`config.mk`:
```
export PLATFORM = sky130hd
export DESIGN_NAME = split_memory
export DESIGN_NICKNAME = d
export VERILOG_FILES = /design/src/rtl/split_memory.sv
export SDC_FILE = /design/constraint.sdc
export NUM_CORES = 2
export LEC_CHECK = 0
export CAP_MARGIN = 15
export CORE_ASPECT_RATIO = 1.5
export CORE_UTILIZATION = 46
export CTS_BUF_LIST = sky130_fd_sc_hd__clkbuf_8
export DETAILED_ROUTE_END_ITERATION = 8
export SYNTH_ARGS = -nofsm -noshare
export SYNTH_HDL_FRONTEND = slang
export SYNTH_SLANG_ARGS = --single-unit
```
`constraint.sdc`:
```
create_clock -name clk -period 12.3 [get_ports clk]
set_clock_uncertainty 0.1 [all_clocks]
set_input_delay 1.23 -clock clk [delete_from_list [all_inputs] [get_ports clk]]
set_output_delay 1.23 -clock clk [all_outputs]
set_load 0.01 [all_outputs]
```
`src/rtl/split_memory.sv`:
```
// Harvard-style memory: an instruction array with multi-location fetch and a
// program-load port, and a data array behind a req/ack handshake with power-on clear.
module split_memory #(
  parameter int DATA_W      = 8,
  parameter int ADDR_W      = 8,
  parameter int FETCH_BYTES = 2
) (
  input  logic                          clk,
  input  logic                          rst,
  output logic                          busy,
  input  logic                          if_en,
  input  logic [ADDR_W-1:0]             if_addr,
  output logic [FETCH_BYTES*DATA_W-1:0] if_data,
  output logic                          if_valid,
  input  logic                          ld_we,
  input  logic [ADDR_W-1:0]             ld_addr,
  input  logic [DATA_W-1:0]             ld_data,
  input  logic                          d_req,
  input  logic                          d_we,
  input  logic [ADDR_W-1:0]             d_addr,
  input  logic [DATA_W-1:0]             d_wdata,
  output logic [DATA_W-1:0]             d_rdata,
  output logic                          d_ack
);

  localparam int DEPTH = 1 << ADDR_W;

  localparam logic [1:0] S_INIT = 2'd0;
  localparam logic [1:0] S_IDLE = 2'd1;
  localparam logic [1:0] S_ACK  = 2'd2;

  logic [DATA_W-1:0]             instr_mem [DEPTH];
  logic [DATA_W-1:0]             data_mem  [DEPTH];

  logic [1:0]                    state_q, state_d;
  logic [ADDR_W-1:0]             clr_cnt_q, clr_cnt_d;
  logic [DATA_W-1:0]             d_rdata_q, d_rdata_d;
  logic [FETCH_BYTES*DATA_W-1:0] if_data_q, fetch_word;
  logic                          if_valid_q;
  logic                          accept;

  // ---------------------------------------------------------------------------
  // Instruction side: independent of the data FSM, so fetch also works in INIT.
  // ---------------------------------------------------------------------------

  // NOTE: memory arrays carry no reset; clearing a RAM in one cycle is not
  // something real storage can do, and the instr contents must survive reset.
  always_ff @(posedge clk) begin
    if (ld_we) begin
      instr_mem[ld_addr] <= ld_data;
    end
  end

  // Location base+k lands in slice k; the ADDR_W-wide sum wraps at the top.
  always_comb begin
    fetch_word = '0;
    for (int k = 0; k < FETCH_BYTES; k++) begin
      fetch_word[k*DATA_W +: DATA_W] = instr_mem[if_addr + ADDR_W'(k)];
    end
  end

  // Reads the pre-edge array contents, so a same-edge load returns old data.
  always_ff @(posedge clk or posedge rst) begin
    if (rst) begin
      if_valid_q <= 1'b0;
      if_data_q  <= '0;
    end else begin
      if_valid_q <= if_en;
      if (if_en) begin
        if_data_q <= fetch_word;
      end
    end
  end

  // ---------------------------------------------------------------------------
  // Data side: clear sweep, then one access per two cycles at most.
  // ---------------------------------------------------------------------------

  assign accept = (state_q == S_IDLE) && d_req;

  // NOTE: every variable is given a default first, so no path leaves one
  // unassigned and no latch is inferred.
  always_comb begin
    state_d   = state_q;
    clr_cnt_d = clr_cnt_q;
    d_rdata_d = d_rdata_q;
    case (state_q)
      S_INIT: begin
        clr_cnt_d = clr_cnt_q + 1'b1;
        if (clr_cnt_q == {ADDR_W{1'b1}}) begin
          state_d = S_IDLE;
        end
      end
      S_IDLE: begin
        if (d_req) begin
          state_d = S_ACK;
          // Capturing read data at accept makes later d_addr changes harmless.
          if (!d_we) begin
            d_rdata_d = data_mem[d_addr];
          end
        end
      end
      S_ACK:   state_d = S_IDLE;
      default: state_d = S_INIT;
    endcase
  end

  // NOTE: state registers use non-blocking assignments so every flop samples
  // the pre-edge values; the combinational block above uses blocking ones.
  always_ff @(posedge clk or posedge rst) begin
    if (rst) begin
      state_q   <= S_INIT;
      clr_cnt_q <= '0;
      d_rdata_q <= '0;
    end else begin
      state_q   <= state_d;
      clr_cnt_q <= clr_cnt_d;
      d_rdata_q <= d_rdata_d;
    end
  end

  always_ff @(posedge clk) begin
    if (state_q == S_INIT) begin
      data_mem[clr_cnt_q] <= '0;
    end else if (accept && d_we) begin
      data_mem[d_addr] <= d_wdata;
    end
  end

  assign busy     = (state_q == S_INIT);
  assign d_ack    = (state_q == S_ACK);
  assign d_rdata  = d_rdata_q;
  assign if_data  = if_data_q;
  assign if_valid = if_valid_q;

endmodule

```
# [Word level (Yosys, flattened, before mapping)]
# Memory sizes are Yosys's and may differ from the RTL's. A register that Yosys moved wholly into a read port is not among the register bits.
# Cells that the tools add are included.
[word_totals] register_bits=11 ramBits=4096 word_cells=32 memories=2
[op_classes] n_addsub=2 n_eq_ne=5 mux=13 n_bitwise=1 n_reduce_logical=6
[mem_list] memory="data_mem" depth=256 word_bits=8 rd=1 rd_ports_with_merged_regs=1 write_ports=1 line="33" source="logic [DATA_W-1:0] data_mem [DEPTH];"
[mem_list] memory="instr_mem" depth=256 word_bits=8 rd=2 rd_ports_with_merged_regs=2 write_ports=1 line="32" source="logic [DATA_W-1:0] instr_mem [DEPTH];"
[op_table] op="$add 8x1->8 const B" count=2
[op_table] op="$mux 8" count=2
[op_table] op="$eq 8x8->1 const B" count=1
[op_table] op="$mux 1" count=8
[op_table] op="$reduce_or 8->1" count=1
[op_table] op="$pmux 2 s3" count=1
[op_table] op="$mux 2" count=2
[op_table] op="$reduce_and 3->1" count=1
[op_table] op="$eq 2x1->1 const B" count=1
[op_table] op="$eq 2x2->1 const B" count=1
[op_table] op="$logic_and 1x1->1" count=2
[op_table] op="$logic_not 2->1" count=1
[op_table] op="$ne 2x1->1 const B" count=1
[op_table] op="$ne 2x2->1 const B" count=1
[op_table] op="$reduce_and 2->1" count=1
[op_table] op="$not 1->1" count=1

# [Longest topological paths before layout]
[logic_depth] depth_word=8 ltp_mapped=13 ltp_nobuf=9

# [Worst setup path after synthesis]
# No wires, ideal clock.
[synth_path] path_kind="input to register" start="input d_req" end="memory data_mem[0][0] (data pin)" setup_ns=0.873 t_arrival_ns=4.944 t_required_ns=11.327 setup_slack_ns=6.383 path_stages=4 cell_sequence="nand2_1 > nor2_1 > clkbuf_1 > and3_1"
[synth_between] elab_chain_cells=7
[synth_lines] item="from (decl)" line="18" source="input logic d_req,"
[synth_lines] item="$logic_and 1x1->1" line="79" source="assign accept = (state_q == S_IDLE) && d_req;"
[synth_lines] item="$logic_and 1x1->1" line="125" source="end else if (accept && d_we) begin"
[synth_lines] item="$mux 1" line="125"
[synth_lines] item="$mux 1" line="123" source="if (state_q == S_INIT) begin"
[synth_lines] item="$mux 1 (implied by the code)" line="126" source="data_mem[d_addr] <= d_wdata;"
[synth_lines] item="$reduce_or 8->1 (no line)"
[synth_lines] item="$mux 8 (no line)"
[synth_lines] item="to (decl)" line="33"
# No other way between the ends.

# [Worst setup path in the final report]
[layout_path] start="input if_addr[1]" end="register if_data_q[12], in the netlist if_data[12] (read register of instr_mem)"
[layout_between] elab_chain_cells=1
[layout_lines] item="from (decl)" line="12" source="input logic [ADDR_W-1:0] if_addr,"
[layout_lines] item="$add 8x1->8" line="58" source="fetch_word[k*DATA_W +: DATA_W] = instr_mem[if_addr + ADDR_W'(k)];"
[layout_lines] item="to (decl)" line="38" source="logic [FETCH_BYTES*DATA_W-1:0] if_data_q, fetch_word;"
# No other way between the ends.
# A chain may end at the register's enable or synchronous reset.

==> flow_summary.toml <==
[timing]
rsz0062_at_grt = "false"
max_freq_mhz = 176
hold_viol_final = 0
relSlewSlack_pct = 14.4
fin_crit_sh_pct = 46.1
slew_viol_final = 0
period_needed_ns = 5.67
setup_violations = 0
finalSetupTns_ns = 0
worst_pin_slew_ns = 1.28

[setup_path]
end_kind = "flop"
rr_startpoint = "state_q[0]"
worstSetupStartpointType = "input pin"
crit_path_max_fanout = 79
crit_required_ns = 13.18
cp.arrival_ns = 6.55
path_class = "input pin to flop"
crit_path_start = "if_addr[1]"

[detailed_routing]
routed_wirelength_um = 523000
ant_nets = 0
drtIter0Drc = 10200
first_pass_iters = 6
drt-met1-wl_um = 181000
wl_met2_um = 268000
via_per_inst = 6.47
drcViolationCount = 0
routedWlPerCell_um = 35.6
num_vias = 95000
met3_length_um = 37200
topRoutingLayerUsed = "met5"

[synth]
synth_seq_cells = 4131
yosysUniqueCellTypes = 67
synth_nets = 8904
yosys_warnings = 0
dominantRegCellSynth = "edfxtp_1"
synth-seq-area-share_pct = 70.1
synth_top_cell_area_share_pct = 69.6
synth_area_um2 = 177000
syn_inst = 8856
syn_area_per_cell_um2 = 19.9
synthArstFlopShare_pct = 0.847
synth_top_area_cell = "edfxtp_1"
synthTopCellsByArea = "edfxtp_1 (70%), mux4_2 (19%), mux2i_1 (2.0%)"
synth-edff-count = 4096

[global_route]
antenna_found_initial = 17
grt_max_degree = 169
grt.total_usage_pct = 27.0
grt_first_pass_wirelength_um = 741000
grt_overflow = 0
grt_pass1_vias = 98700

[power_and_ir_drop]
power.total_mw = 28.1
power.leakage_nw = 55.4
p_per_area_nw_per_um2 = 145
ir_drop_mv = 0.0966

[final_layout]
final_cell_count_no_fill = 14700
final_util_pct = 50.8
nFillCells = 30500
area_growth_pct = 9.88
fin_nets = 9205
drive_gt1_share_pct = 26.9

[clocking]
clock_path_buffers = 4
post-cts-setup-buffer-count = 0
clock_latency_ns = 1.10
root_buffer = "clkbuf_8"
cts_buffers = 627
htree_levels = 6
clock-sinks = 4131
clkTransAtPathRegs_ns = 0.07
ctsHoldBuffers = 0
tritoncts = "done"
postCtsResizedCells = 0

[die]
fp.dieArea_um2 = 387000
io_pins = 73
dieHeight_um = 761
coreArea_um2 = 382000
num_rows = 278
initial_core_util_pct = 46.2
die_x_um = 508

[placement]
gp_congestion = 0.895
placed_cells = 13600
portBuffers = 72
dp_hpwl_um = 332000

[hold_path]
min_path_type = "flop to flop"
hp-start = "clr_cnt_q[6]"

[outcome]
outcome = "completed"

[job]
maxCapViolations = 0
-- cell usage after synthesis (18+ instances only) --
library cell  count
edfxtp_1       4096
mux4_2         1504
nor2_1          582
nand2_1         438
mux2i_1         357
clkbuf_1        233
buf_2           190
a22oi_1         175
a21oi_1         167
nand3_1         131
o221ai_1        129
buf_4           124
nor3_1           79
o22ai_1          73
a32oi_1          66
buf_1            56
o21ai_0          43
buf_6            38
dfrtp_1          35
a31oi_1          33
a221oi_1         30
nand4_1          27
a211oi_1         25
a22o_1           24
nor2b_1          21
o31ai_1          20
nand2b_1         18
-- final cells by class --
class                      count  area, um^2  share of cell area [%]
inverter                      10        45.0                  0.0232
timing repair buffer         313        2820                    1.45
clock inverter               454        2530                    1.30
antenna                       17        42.5                  0.0219
tap                         5040        6310                    3.25
clock buffer                 644        8860                    4.57
sequential                  4131      124000                    63.8
multi-input combinational   4074       49600                    25.6
-- report_power, final --
group / switching (mW) / internal (mW)
Clock: 5.43 / 5.28
Sequential: 0.0357 / 15.4
Combinational: 1.26 / 0.691
Total: 6.73 / 21.3
-- cell usage in the layout, fill, tap and decap left out, drive strengths merged, types with 4 or more instances in the layout --
| master | synthesis | layout |
|---|---|---|
| a2111oi | 8 | 8 |
| a211o | 13 | 13 |
| a211oi | 25 | 25 |
| a21oi | 167 | 167 |
| a221o | 5 | 5 |
| a221oi | 30 | 30 |
| a22o | 24 | 24 |
| a22oi | 175 | 175 |
| a311oi | 4 | 4 |
| a31oi | 33 | 33 |
| a32oi | 66 | 66 |
| and2 | 16 | 16 |
| and3 | 16 | 16 |
| buf | 408 | 250 |
| bufinv | 0 | 19 |
| clkbuf | 233 | 654 |
| clkdlybuf4s50 | 0 | 53 |
| clkinv | 1 | 193 |
| clkinvlp | 0 | 22 |
| dfrtp | 35 | 35 |
| diode | 0 | 17 |
| edfxtp | 4096 | 4096 |
| inv | 9 | 230 |
| mux2i | 357 | 357 |
| mux4 | 1504 | 1504 |
| nand2 | 438 | 438 |
| nand2b | 18 | 18 |
| nand3 | 132 | 132 |
| nand3b | 6 | 6 |
| nand4 | 27 | 27 |
| nor2 | 583 | 583 |
| nor2b | 21 | 21 |
| nor3 | 79 | 79 |
| nor4 | 4 | 4 |
| o21ai | 45 | 45 |
| o221ai | 129 | 129 |
| o22ai | 73 | 73 |
| o31ai | 20 | 20 |
| xnor2 | 11 | 11 |
| xor2 | 6 | 6 |
-- critical path, stage by stage --
cell       delay [ns]
buf_8            0.53
ha_4             0.61
buf_4            0.81
buf_12           0.48
mux4_2           0.38
a22oi_1          0.30
a211oi_1         0.13
a311oi_1         0.88
o2111ai_1        0.62
o211a_1          0.34
-- worst paths after layout --
check / slack [ns] / cells past startpoint / to
max: 6.63 / 10 / if_data[12]
min: 0.50 / 1 / clr_cnt_q[6]
max reg2reg: 7.33 / 6 / data_mem[58][4]
min reg2reg: 0.50 / 1 / clr_cnt_q[6]
max in group asynchronous: 10.84 / 3 / clr_cnt_q[0]
min in group asynchronous: 0.58 / 3 / if_valid
-- metrics by stage --
step | hold WS, ns | instance area, um^2 | worst slack, ns
5_1_grt | 0.453 | 194000 | 6.47
4_1_cts | 0.401 | 194000 | 6.79
3_5_place_dp | 0.469 | 183000 | 5.59
3_3_place_gp | 0.461 | 183000 | 5.48
6_report | 0.501 | 194000 | 6.63
2_1_floorplan | 0.412 | 177000 | 6.38
-- state kept, by name (all words and copies together) (netlist names) --
name	count
instr_mem	2048
data_mem	2048
d_rdata	8
if_data	16
state_q	2
clr_cnt_q	8
if_valid	1
-- kinds of logic after synthesis --
group,synth area share [%]
AO/OA/AOI/OAI,3.43
XOR/XNOR,0.0885
adder cells (fa/ha/maj),0.0142
buffers and inverters,1.94
flip-flops,70.1
multiplexers,21.2
AND/OR/NAND/NOR,3.20
-- routing by layer --
metal / global-route usage, % / vias to the layer above
li1: - / 38200
met1: 32.0 / 50700
met2: 46.3 / 4820
met3: 4.37 / 1305
met4: 16.3 / 4
met5: 0 / -
No activity file was read; power rests on OpenSTA's default activity.
